**src/rtl/dmem_arb_pkg.sv**
```systemverilog
// Shared types, constants and byte-steering helper for the data-memory arbiter.
// A word is transferred as four bytes, most significant byte first.
package dmem_arb_pkg;

  typedef enum logic [1:0] {
    IDLE = 2'd0,
    XFER = 2'd1,
    DONE = 2'd2
  } state_e;

  localparam int   BYTES_PER_WORD = 4;
  localparam logic PORT_CPU       = 1'b0;
  localparam logic PORT_DBG       = 1'b1;

  // idx counts from the most significant byte: idx 0 selects bits 31:24.
  function automatic logic [7:0] byte_of(input logic [31:0] word, input logic [1:0] idx);
    case (idx)
      2'd0:    return word[31:24];
      2'd1:    return word[23:16];
      2'd2:    return word[15:8];
      default: return word[7:0];
    endcase
  endfunction

endpackage

```
**src/rtl/rr_arb2.sv**
```systemverilog
// Two-request round-robin arbiter: combinational grant, with a registered
// pointer to the most recent owner that advances when a transaction completes.
module rr_arb2
  import dmem_arb_pkg::*;
(
  input  logic       clk,
  input  logic       rst_n,
  input  logic [1:0] req_i,
  input  logic       done_i,
  input  logic       done_port_i,
  output logic [1:0] gnt_o
);

  logic last_q;
  logic last_d;

  // On a tie, the port that did not go last wins. Reset points at the debug
  // port so the CPU port wins the first tie.
  always_comb begin
    gnt_o = 2'b00;
    case (req_i)
      2'b01:   gnt_o = 2'b01;
      2'b10:   gnt_o = 2'b10;
      2'b11:   gnt_o = (last_q == PORT_CPU) ? 2'b10 : 2'b01;
      default: gnt_o = 2'b00;
    endcase
  end

  always_comb begin
    last_d = last_q;
    if (done_i) begin
      last_d = done_port_i;
    end
  end

  always_ff @(posedge clk or negedge rst_n) begin
    if (!rst_n) begin
      last_q <= PORT_DBG;
    end else begin
      last_q <= last_d;
    end
  end

endmodule

```
**src/rtl/dmem_arbiter.sv**
```systemverilog
// Shares a byte-wide single-port data memory between two word requesters,
// moving each granted word as four sequential big-endian byte accesses.
module dmem_arbiter
  import dmem_arb_pkg::*;
#(
  parameter int ADDR_W = 5,
  parameter int DATA_W = 32
) (
  input  logic              clk,
  input  logic              rst_n,

  input  logic              p0_req,
  input  logic              p0_we,
  input  logic [ADDR_W-1:0] p0_addr,
  input  logic [DATA_W-1:0] p0_wdata,
  output logic              p0_gnt,
  output logic              p0_done,
  output logic [DATA_W-1:0] p0_rdata,

  input  logic              p1_req,
  input  logic              p1_we,
  input  logic [ADDR_W-1:0] p1_addr,
  input  logic [DATA_W-1:0] p1_wdata,
  output logic              p1_gnt,
  output logic              p1_done,
  output logic [DATA_W-1:0] p1_rdata,

  output logic [ADDR_W-1:0] mem_addr,
  output logic              mem_we,
  output logic [7:0]        mem_wdata,
  input  logic [7:0]        mem_rdata,

  output logic              busy
);

  state_e              state_q, state_d;
  logic [1:0]          cnt_q, cnt_d;
  logic                owner_q, owner_d;
  logic                we_q, we_d;
  logic [ADDR_W-1:0]   addr_q, addr_d;
  logic [DATA_W-1:0]   wdata_q, wdata_d;
  logic [DATA_W-1:0]   shift_q, shift_d;
  logic [DATA_W-1:0]   p0_rdata_q, p0_rdata_d;
  logic [DATA_W-1:0]   p1_rdata_q, p1_rdata_d;

  logic [1:0]          arb_gnt;
  logic                arb_done;
  logic [DATA_W-1:0]   assembled;

  rr_arb2 u_rr_arb2 (
    .clk         (clk),
    .rst_n       (rst_n),
    .req_i       ({p1_req, p0_req}),
    .done_i      (arb_done),
    .done_port_i (owner_q),
    .gnt_o       (arb_gnt)
  );

  // The last byte of a read arrives in the same cycle the word is published.
  assign assembled = {shift_q[DATA_W-1:8], mem_rdata};
  assign arb_done  = (state_q == DONE);

  always_comb begin
    state_d    = state_q;
    cnt_d      = cnt_q;
    owner_d    = owner_q;
    we_d       = we_q;
    addr_d     = addr_q;
    wdata_d    = wdata_q;
    shift_d    = shift_q;
    p0_rdata_d = p0_rdata_q;
    p1_rdata_d = p1_rdata_q;

    case (state_q)
      IDLE: begin
        if (arb_gnt != 2'b00) begin
          owner_d = arb_gnt[1];
          we_d    = arb_gnt[1] ? p1_we    : p0_we;
          addr_d  = arb_gnt[1] ? p1_addr  : p0_addr;
          wdata_d = arb_gnt[1] ? p1_wdata : p0_wdata;
          cnt_d   = 2'd0;
          state_d = XFER;
        end
      end

      XFER: begin
        if (!we_q) begin
          case (cnt_q)
            2'd0:    shift_d[31:24] = mem_rdata;
            2'd1:    shift_d[23:16] = mem_rdata;
            2'd2:    shift_d[15:8]  = mem_rdata;
            default: shift_d[7:0]   = mem_rdata;
          endcase
        end
        cnt_d = cnt_q + 2'd1;
        if (cnt_q == 2'(BYTES_PER_WORD - 1)) begin
          state_d = DONE;
          if (!we_q) begin
            if (owner_q == PORT_DBG) begin
              p1_rdata_d = assembled;
            end else begin
              p0_rdata_d = assembled;
            end
          end
        end
      end

      DONE: begin
        cnt_d   = 2'd0;
        state_d = IDLE;
      end

      default: begin
        state_d = IDLE;
      end
    endcase
  end

  always_ff @(posedge clk or negedge rst_n) begin
    if (!rst_n) begin
      state_q    <= IDLE;
      cnt_q      <= 2'd0;
      owner_q    <= PORT_CPU;
      we_q       <= 1'b0;
      addr_q     <= '0;
      wdata_q    <= '0;
      shift_q    <= '0;
      p0_rdata_q <= '0;
      p1_rdata_q <= '0;
    end else begin
      state_q    <= state_d;
      cnt_q      <= cnt_d;
      owner_q    <= owner_d;
      we_q       <= we_d;
      addr_q     <= addr_d;
      wdata_q    <= wdata_d;
      shift_q    <= shift_d;
      p0_rdata_q <= p0_rdata_d;
      p1_rdata_q <= p1_rdata_d;
    end
  end

  // Memory-side outputs are forced to zero outside the byte-transfer window.
  always_comb begin
    mem_addr  = '0;
    mem_we    = 1'b0;
    mem_wdata = 8'h00;
    if (state_q == XFER) begin
      mem_addr = addr_q + ADDR_W'(cnt_q);
      if (we_q) begin
        mem_we    = 1'b1;
        mem_wdata = byte_of(wdata_q, cnt_q);
      end
    end
  end

  assign busy     = (state_q != IDLE);
  assign p0_gnt   = busy && (owner_q == PORT_CPU);
  assign p1_gnt   = busy && (owner_q == PORT_DBG);
  assign p0_done  = (state_q == DONE) && (owner_q == PORT_CPU);
  assign p1_done  = (state_q == DONE) && (owner_q == PORT_DBG);
  assign p0_rdata = p0_rdata_q;
  assign p1_rdata = p1_rdata_q;

  // Ownership is exclusive, and the memory is only written by the owner.
  assert property (@(posedge clk) disable iff (!rst_n) !(p0_gnt && p1_gnt));
  assert property (@(posedge clk) disable iff (!rst_n) mem_we |-> (p0_gnt || p1_gnt));

endmodule

```
**config.mk**
```make
export PLATFORM = sky130hd
export DESIGN_NAME = dmem_arbiter
export DESIGN_NICKNAME = d
export VERILOG_FILES = /design/src/rtl/dmem_arb_pkg.sv /design/src/rtl/rr_arb2.sv /design/src/rtl/dmem_arbiter.sv
export SDC_FILE = /design/constraint.sdc
export NUM_CORES = 1
export LEC_CHECK = 0
export CAP_MARGIN = 20
export CELL_PAD_IN_SITES_DETAIL_PLACEMENT = 0
export CELL_PAD_IN_SITES_GLOBAL_PLACEMENT = 1
export CORE_ASPECT_RATIO = 1.75
export CORE_MARGIN = 5
export CORE_UTILIZATION = 38
export CTS_BUF_LIST = sky130_fd_sc_hd__clkbuf_8
export CTS_CLUSTER_DIAMETER = 100
export DETAILED_ROUTE_END_ITERATION = 10
export PLACE_DENSITY_LB_ADDON = 0.2
export SETUP_SLACK_MARGIN = 0.1
export SYNTH_ARGS = -nofsm -noshare
export SYNTH_HDL_FRONTEND = slang
export SYNTH_SLANG_ARGS = --single-unit
```
**constraint.sdc**
```tcl
create_clock -name clk -period 2.55 [get_ports clk]
set_input_delay 0.51 -clock clk [delete_from_list [all_inputs] [get_ports clk]]
set_output_delay 0.51 -clock clk [all_outputs]
set_load 0.05 [all_outputs]
```
==> impl_metrics.xml, run 1 <==
<?xml version="1.0" encoding="UTF-8"?>
<metrics>
  <group name="status">
    <metric name="outcome" unit="">finished, violations left</metric>
    <metric name="violated_checks" unit="">setup timing</metric>
  </group>
  <group name="placed_design">
    <metric name="place.detailed.hpwl" unit="um">12110</metric>
    <metric name="placed_cells" unit="">824</metric>
    <metric name="place.gp.congestion" unit="">0.8059</metric>
    <metric name="port_buffers" unit="">170</metric>
  </group>
  <group name="worst_setup_path">
    <metric name="critical_path.max_fanout" unit="">3</metric>
    <metric name="worst-r2r-cell-count" unit="">6</metric>
    <metric name="reg2reg_from" unit="">state_q[1]</metric>
    <metric name="timing.reg2reg.setup_slack" unit="ps">420</metric>
    <metric name="reg2reg_to" unit="">p0_rdata[31]</metric>
    <metric name="cp_data_required_time" unit="ps">2040</metric>
    <metric name="worst_setup_path_start_kind" unit="">register</metric>
    <metric name="criticalPathCategory" unit="">reg -&gt; out</metric>
    <metric name="critical_path_arrival" unit="ps">2080</metric>
    <metric name="cp-end-kind" unit="">output pin</metric>
  </group>
  <group name="sta">
    <metric name="slew-limit-headroom" unit="%">63.63</metric>
    <metric name="finalClockSkew" unit="ps">14.16</metric>
    <metric name="finalHoldViolCount" unit="">0</metric>
    <metric name="tightestPinTransition" unit="ps">543.9</metric>
    <metric name="max_clock_freq" unit="GHz">0.3860</metric>
    <metric name="fin_max_slew_vios" unit="">0</metric>
    <metric name="final-setup-viol-count" unit="">1</metric>
    <metric name="fin_crit" unit="ps">2591</metric>
    <metric name="setup_repair_after_global_routing_missed_its_margin" unit="">true</metric>
    <metric name="final.setup.worst_slack" unit="ps">-40.92</metric>
    <metric name="fin_crit_sh" unit="%">101.6</metric>
  </group>
  <group name="clocking">
    <metric name="clockBufferDepth" unit="">2</metric>
    <metric name="clk_pin_slew" unit="ps">80</metric>
    <metric name="cts_htree_levels" unit="">4</metric>
    <metric name="clk_latency" unit="ps">440</metric>
    <metric name="cts_tree" unit="">built</metric>
    <metric name="cts_made_buffers" unit="">17</metric>
    <metric name="clkSinkCount" unit="">132</metric>
    <metric name="cts_root_buf" unit="">clkbuf_8</metric>
  </group>
  <group name="die">
    <metric name="core.rowCount" unit="">60</metric>
    <metric name="design.core.area" unit="um2">15310</metric>
    <metric name="die_height" unit="um">174.8</metric>
    <metric name="io_pins" unit="">171</metric>
    <metric name="horizontal_die_dimension" unit="um">104.2</metric>
    <metric name="floorplan.die_area" unit="um2">18220</metric>
    <metric name="start_util" unit="%">38.53</metric>
  </group>
  <group name="global_routing">
    <metric name="first_pass_grt_wire_length" unit="um">26450</metric>
    <metric name="grt_start_max_net_pins" unit="">61</metric>
    <metric name="grt_use_total" unit="%">18.34</metric>
    <metric name="vias_in_the_first_global_route" unit="">4866</metric>
    <metric name="globalRouteOverflowTotal" unit="">0</metric>
    <metric name="antenna_found_initial" unit="">0</metric>
  </group>
  <group name="power_and_ir_drop">
    <metric name="p_per_area" unit="nW/um2">1276</metric>
    <metric name="static-leakage-power" unit="uW">0.003817</metric>
    <metric name="vdd_ir_drop_max" unit="V">0.0006230</metric>
  </group>
  <group name="layout">
    <metric name="nets" unit="">767</metric>
    <metric name="antennaDiodeCount" unit="">0</metric>
    <metric name="final_core_utilization" unit="%">56.24</metric>
    <metric name="area.growth.synth_to_final" unit="%">45.97</metric>
    <metric name="stdcell_count" unit="">865</metric>
    <metric name="post_route_cells_drive_above_1_share" unit="%">27.84</metric>
  </group>
  <group name="detailed_routing">
    <metric name="first_iter_violations" unit="">58</metric>
    <metric name="finalWirelength" unit="um">16640</metric>
    <metric name="drt-wirelength-per-cell" unit="um">19.24</metric>
    <metric name="drt_first_pass_iters" unit="">4</metric>
    <metric name="number_of_vias_per_cell" unit="">5.103</metric>
    <metric name="drt.antenna.violating_nets" unit="">0</metric>
    <metric name="post-route-drc-count" unit="">0</metric>
    <metric name="via_count" unit="">4414</metric>
  </group>
  <group name="yosys">
    <metric name="synthArstFlopShare" unit="%">100.0</metric>
    <metric name="seq_area_frac_synth" unit="%">56.00</metric>
    <metric name="synth_cells" unit="">489</metric>
    <metric name="ys_seq_elements" unit="">132</metric>
    <metric name="yosysWarnings" unit="">0</metric>
    <metric name="syn_area" unit="um2">5901</metric>
    <metric name="synth.top_cells.by_area" unit="">dfrtp_1 56%, mux2_2 10%, mux2_4 7.6%</metric>
    <metric name="dominant_register_cell_in_the_synthesized_netlist" unit="">dfrtp_1</metric>
    <metric name="synth_largest_type_area_fraction" unit="%">55.56</metric>
    <metric name="postSynthNetCount" unit="">589</metric>
    <metric name="synth_enable_flop_cells" unit="">0</metric>
    <metric name="synth.distinct_cells" unit="">30</metric>
    <metric name="synth_largest_area_cell" unit="">dfrtp_1</metric>
    <metric name="synthesis.area_per_instance" unit="um2">12.07</metric>
  </group>
  <group name="worst_hold_path">
    <metric name="worst_hold_path_type" unit="">in -&gt; async</metric>
  </group>
  <group name="run">
    <metric name="cap_violations" unit="">0</metric>
  </group>
</metrics>
## kinds of logic after synthesis
logic type	share of synthesized area, %
buffers and inverters	4.050
XOR/XNOR	0.1485
AO/OA/AOI/OAI	11.24
AND/OR/NAND/NOR	6.467
multiplexers	19.42
flip-flops	56.00
adder cells (fa/ha/maj)	2.672
## timing repair
| item | CTS | global route |
|---|---|---|
| resized for setup | 21 | 15 |
| pin swaps | 6 | 7 |
| buffers inserted | 6 | 4 |
| hold buffers | 0 | 0 |
| endpoints found under the setup margin | 12 | 12 |
## worst max-delay path: stages (launching register included)
cell      delay [ps]
dfrtp_1          390
ha_2             200
inv_2             40
fa_2             340
or3_4            350
a21boi_4         180
buf_12           150
## layout make-up
cell class / count / area [um2]
multi-input combinational: 309 / 2550
inverter: 17 / 71.32
clock buffer: 17 / 234.0
fill: 1348 / 6701
tap: 186 / 232.7
timing repair buffer: 190 / 2018
clock inverter: 14 / 201.4
sequential: 132 / 3306
## layer usage
layer	up-vias	wire length, um	track usage, %
li1	2053	-	-
met1	2208	6094	19.45
met2	135	9425	34.56
met3	18	853	4.954
met4	0	268	6.105
met5	-	0	0
## where the power goes
| part | internal [uW] | switching (uW) | leakage [uW] |
|---|---|---|---|
| Clock | 1070 | 873 | 0.000213 |
| Combinational | 2340 | 3180 | 0.00196 |
| Sequential | 2940 | 575 | 0.00164 |
## metrics by stage
step | setup slack (ps) | power, uW | hold WS, ps | instance area, um2 | setup TNS (ps)
final | -40.92 | 10990 | 28.25 | 8613 | -40.92
after global routing | -125.6 | 11610 | 38.45 | 8613 | -476.5
after CTS | -97.71 | 10910 | 15.19 | 8479 | -599.3
after detailed placement | 133.6 | 8747 | 480.8 | 7918 | 0
after global placement | 167.3 | 8621 | 477.1 | 7918 | 0
after floorplan | -299.3 | 6760 | 214.4 | 5901 | -2213
## Yosys cell counts, drive strengths merged (2+ instances only)
cell type,count
dfrtp,131
mux2,90
a21oi,77
nand2,46
nor2,32
buf,19
a22oi,17
inv,17
clkbuf,12
ha,11
a221oi,8
nor2b,5
o21ai,5
a21boi,3
and2,3
mux2i,2
o21a,2
or3,2
## worst max-delay path by stage
stage,start,end,slack (ps),cells past startpoint
final,cnt_q[0],mem_addr[4],-40,6
after global routing,cnt_q[0],mem_addr[4],-130,6
after CTS,cnt_q[0],mem_addr[4],-100,6
after detailed placement,cnt_q[0],mem_addr[4],130,6
after global placement,cnt_q[0],mem_addr[4],170,6
after floorplan,cnt_q[0],mem_wdata[5],-300,5
## cell usage in the layout (no fill, tap or decap), drive strengths merged
cell | Yosys | routed
a21o | 1 | 1
dfstp | 1 | 1
mux2i | 2 | 2
clkinv | 0 | 5
a22oi | 17 | 17
inv | 17 | 18
and2 | 3 | 3
a21boi | 3 | 3
buf | 19 | 40
and3b | 1 | 1
dfrtp | 131 | 131
a221oi | 8 | 8
fa | 1 | 1
clkbuf | 12 | 17
or3 | 2 | 2
bufinv | 0 | 4
nor2b | 5 | 5
nor2 | 32 | 32
a21bo | 1 | 1
o21a | 2 | 2
mux2 | 90 | 90
o21ai | 5 | 5
xnor2 | 1 | 1
a21oi | 77 | 77
clkdlybuf4s50 | 0 | 150
ha | 11 | 11
nand3 | 1 | 1
nand2 | 46 | 46
clkinvlp | 0 | 4
## registers in the layout, indices dropped and copies added, names as in the netlist
signal            count
addr_q                5
p0_rdata             32
we_q                  1
state_q               2
shift_q              24
u_rr_arb2.last_q      1
cnt_q                 2
owner_q               1
p1_rdata             32
wdata_q              32
Note: power is estimated with default switching activity, not from simulation.
==> inputs of run 2 (changes only) <==
- CORE_UTILIZATION: 38 -> 35
- CTS_BUF_LIST: sky130_fd_sc_hd__clkbuf_8 -> not set
==> run 2 against run 1 <==
Effect of this change:
- the flow now finishes without violations
- largest power group unchanged
- first-iteration DRC count up 53%
- core utilization down 2.0 points
- die area up 7.9%
- clock skew down 7.5 ps
- via count up 1.1%
- design area up 4.1%
- clock power up 28%
- final cell count up 4.4%
- combinational power up 3%
==> impl_metrics.xml, run 2 (synthesis results as in run 1) <==
<?xml version="1.0" encoding="UTF-8"?>
<metrics>
  <group name="status">
    <metric name="outcome" unit="">complete, no violations</metric>
  </group>
  <group name="run">
    <metric name="cap_violations" unit="">0</metric>
  </group>
  <group name="sta">
    <metric name="max_clock_freq" unit="GHz">0.3928</metric>
    <metric name="finalHoldViolCount" unit="">0</metric>
    <metric name="fin_max_slew_vios" unit="">0</metric>
    <metric name="tightestPinTransition" unit="ps">635.9</metric>
    <metric name="setup_repair_after_global_routing_missed_its_margin" unit="">true</metric>
    <metric name="finalClockSkew" unit="ps">6.629</metric>
    <metric name="final-setup-viol-count" unit="">0</metric>
    <metric name="fin_setup_tns" unit="ps">0</metric>
    <metric name="fin_crit_sh" unit="%">99.85</metric>
    <metric name="slew-limit-headroom" unit="%">57.61</metric>
    <metric name="fin_crit" unit="ps">2546</metric>
  </group>
  <group name="die">
    <metric name="core.rowCount" unit="">62</metric>
    <metric name="design.core.area" unit="um2">16520</metric>
    <metric name="start_util" unit="%">35.71</metric>
    <metric name="floorplan.die_area" unit="um2">19660</metric>
    <metric name="horizontal_die_dimension" unit="um">108.2</metric>
    <metric name="io_pins" unit="">171</metric>
    <metric name="die_height" unit="um">181.8</metric>
  </group>
  <group name="detailed_routing">
    <metric name="via_count" unit="">4463</metric>
    <metric name="drt_first_pass_iters" unit="">4</metric>
    <metric name="drt-wirelength-per-cell" unit="um">18.63</metric>
    <metric name="number_of_vias_per_cell" unit="">4.942</metric>
    <metric name="finalWirelength" unit="um">16830</metric>
    <metric name="first_iter_violations" unit="">89</metric>
    <metric name="drt.antenna.violating_nets" unit="">0</metric>
    <metric name="post-route-drc-count" unit="">0</metric>
  </group>
  <group name="power_and_ir_drop">
    <metric name="p_per_area" unit="nW/um2">1311</metric>
    <metric name="static-leakage-power" unit="uW">0.003901</metric>
    <metric name="vdd_ir_drop_max" unit="V">0.0006986</metric>
  </group>
  <group name="layout">
    <metric name="post_route_cells_drive_above_1_share" unit="%">29.16</metric>
    <metric name="most-common-layout-cells" unit="">150 x clkdlybuf4s50_1, 130 x dfrtp_1, 71 x a21oi_1</metric>
    <metric name="area.growth.synth_to_final" unit="%">51.95</metric>
    <metric name="nets" unit="">766</metric>
    <metric name="final_core_utilization" unit="%">54.26</metric>
    <metric name="mostFrequentLayoutCell" unit="">clkdlybuf4s50_1</metric>
    <metric name="antennaDiodeCount" unit="">0</metric>
    <metric name="final_cell_area" unit="um2">8966</metric>
    <metric name="layout.filler_cells" unit="">1485</metric>
  </group>
  <group name="worst_hold_path">
    <metric name="worst_hold_path_type" unit="">in -&gt; async</metric>
  </group>
  <group name="clocking">
    <metric name="cts_htree_levels" unit="">4</metric>
    <metric name="clkSinkCount" unit="">132</metric>
    <metric name="cts_made_buffers" unit="">17</metric>
    <metric name="cts_root_buf" unit="">clkbuf_16</metric>
    <metric name="cts_hold_repair.buffers" unit="">0</metric>
    <metric name="clk_latency" unit="ps">400</metric>
    <metric name="clk_pin_slew" unit="ps">60</metric>
    <metric name="cts_tree" unit="">built</metric>
    <metric name="clockBufferDepth" unit="">2</metric>
  </group>
  <group name="placed_design">
    <metric name="place.gp.congestion" unit="">0.8587</metric>
    <metric name="place.detailed.hpwl" unit="um">12270</metric>
    <metric name="post_dp_cell_area" unit="um2">7975</metric>
    <metric name="port_buffers" unit="">170</metric>
  </group>
  <group name="worst_setup_path">
    <metric name="critical_path_arrival" unit="ps">2040</metric>
    <metric name="reg2reg_from" unit="">state_q[1]</metric>
    <metric name="timing.reg2reg.setup_slack" unit="ps">470</metric>
    <metric name="worst-r2r-cell-count" unit="">7</metric>
    <metric name="cp-end-kind" unit="">output pin</metric>
    <metric name="criticalPathCategory" unit="">reg -&gt; out</metric>
    <metric name="critical_path.max_fanout" unit="">3</metric>
    <metric name="worst_setup_path_start_kind" unit="">register</metric>
    <metric name="cp_data_required_time" unit="ps">2040</metric>
    <metric name="reg2reg_to" unit="">p0_rdata[31]</metric>
  </group>
  <group name="global_routing">
    <metric name="first_pass_grt_wire_length" unit="um">26900</metric>
    <metric name="globalRouteOverflowTotal" unit="">0</metric>
    <metric name="grt_use_total" unit="%">17.70</metric>
    <metric name="grt_start_max_net_pins" unit="">69</metric>
    <metric name="antenna_found_initial" unit="">0</metric>
    <metric name="vias_in_the_first_global_route" unit="">4985</metric>
  </group>
</metrics>
run 2: how the worst max path moves through the flow:
stage                        start            to  slack [ps]  depth (start not counted)
final                     cnt_q[0]   mem_addr[4]           4                          6
after global routing      cnt_q[0]   mem_addr[4]         -60                          6
after CTS                 cnt_q[0]   mem_addr[4]         -20                          6
after detailed placement  cnt_q[0]   mem_addr[4]          70                          6
after global placement    cnt_q[0]   mem_addr[4]         140                          6
after floorplan           cnt_q[0]  mem_wdata[5]        -300                          5
run 2: final cells by class:
cell class,instances,area [um2],area share (%)
Sequential cell,132,3306,36.87
Multi-Input combinational cell,309,2664,29.71
Timing Repair Buffer,189,2042,22.77
Clock buffer,18,439.2,4.898
Tap cell,224,280.3,3.126
Clock inverter,14,167.7,1.870
Inverter,17,67.56,0.7536
run 2: metrics by stage:
step	setup WS, ps	total power [uW]	instances	hold slack [ps]
floorplan	-299.3	6760	489	214.4
global placement	139.4	8705	863	478.3
detailed placement	74.87	8790	863	479.9
CTS	-22.43	11700	900	117.4
global route	-55.80	12380	903	139.2
finish	3.901	11760	903	106.1
run 2: routing by layer:
metal	part of all wire, %	wire length (um)	vias up	GRT usage [%]
met4	3.8	646	0	8.746
met1	37	6276	2211	19.67
li1	-	-	2059	-
met2	53	8905	167	30.83
met5	0	0	-	0
met3	5.9	997	26	4.584
run 2: worst max-delay path, stage by stage (launching register included):
cell and delay, ps:
dfrtp_2 400, ha_4 140, inv_2 30, fa_2 350
or3_4 350, a21boi_4 190, buf_12 150
run 2: what timing repair did:
action | CTS | global route
setup buffers | 5 | 3
pin swaps | 14 | 9
setup endpoints to repair | 13 | 13
resized for setup | 41 | 15
run 2: power by group:
| group | internal [uW] | switching [uW] | total, uW |
|---|---|---|---|
| Combinational | 2390 | 3280 | 5660 |
| Clock | 1500 | 995 | 2490 |
| Sequential | 2950 | 651 | 3600 |
| Total | 6840 | 4920 | 11800 |
==> inputs of run 3 (changes only) <==
- SLEW_MARGIN: not set -> 40
==> results of run 3 <==
Final layout, timing and power as in run 2 (identical DEF).
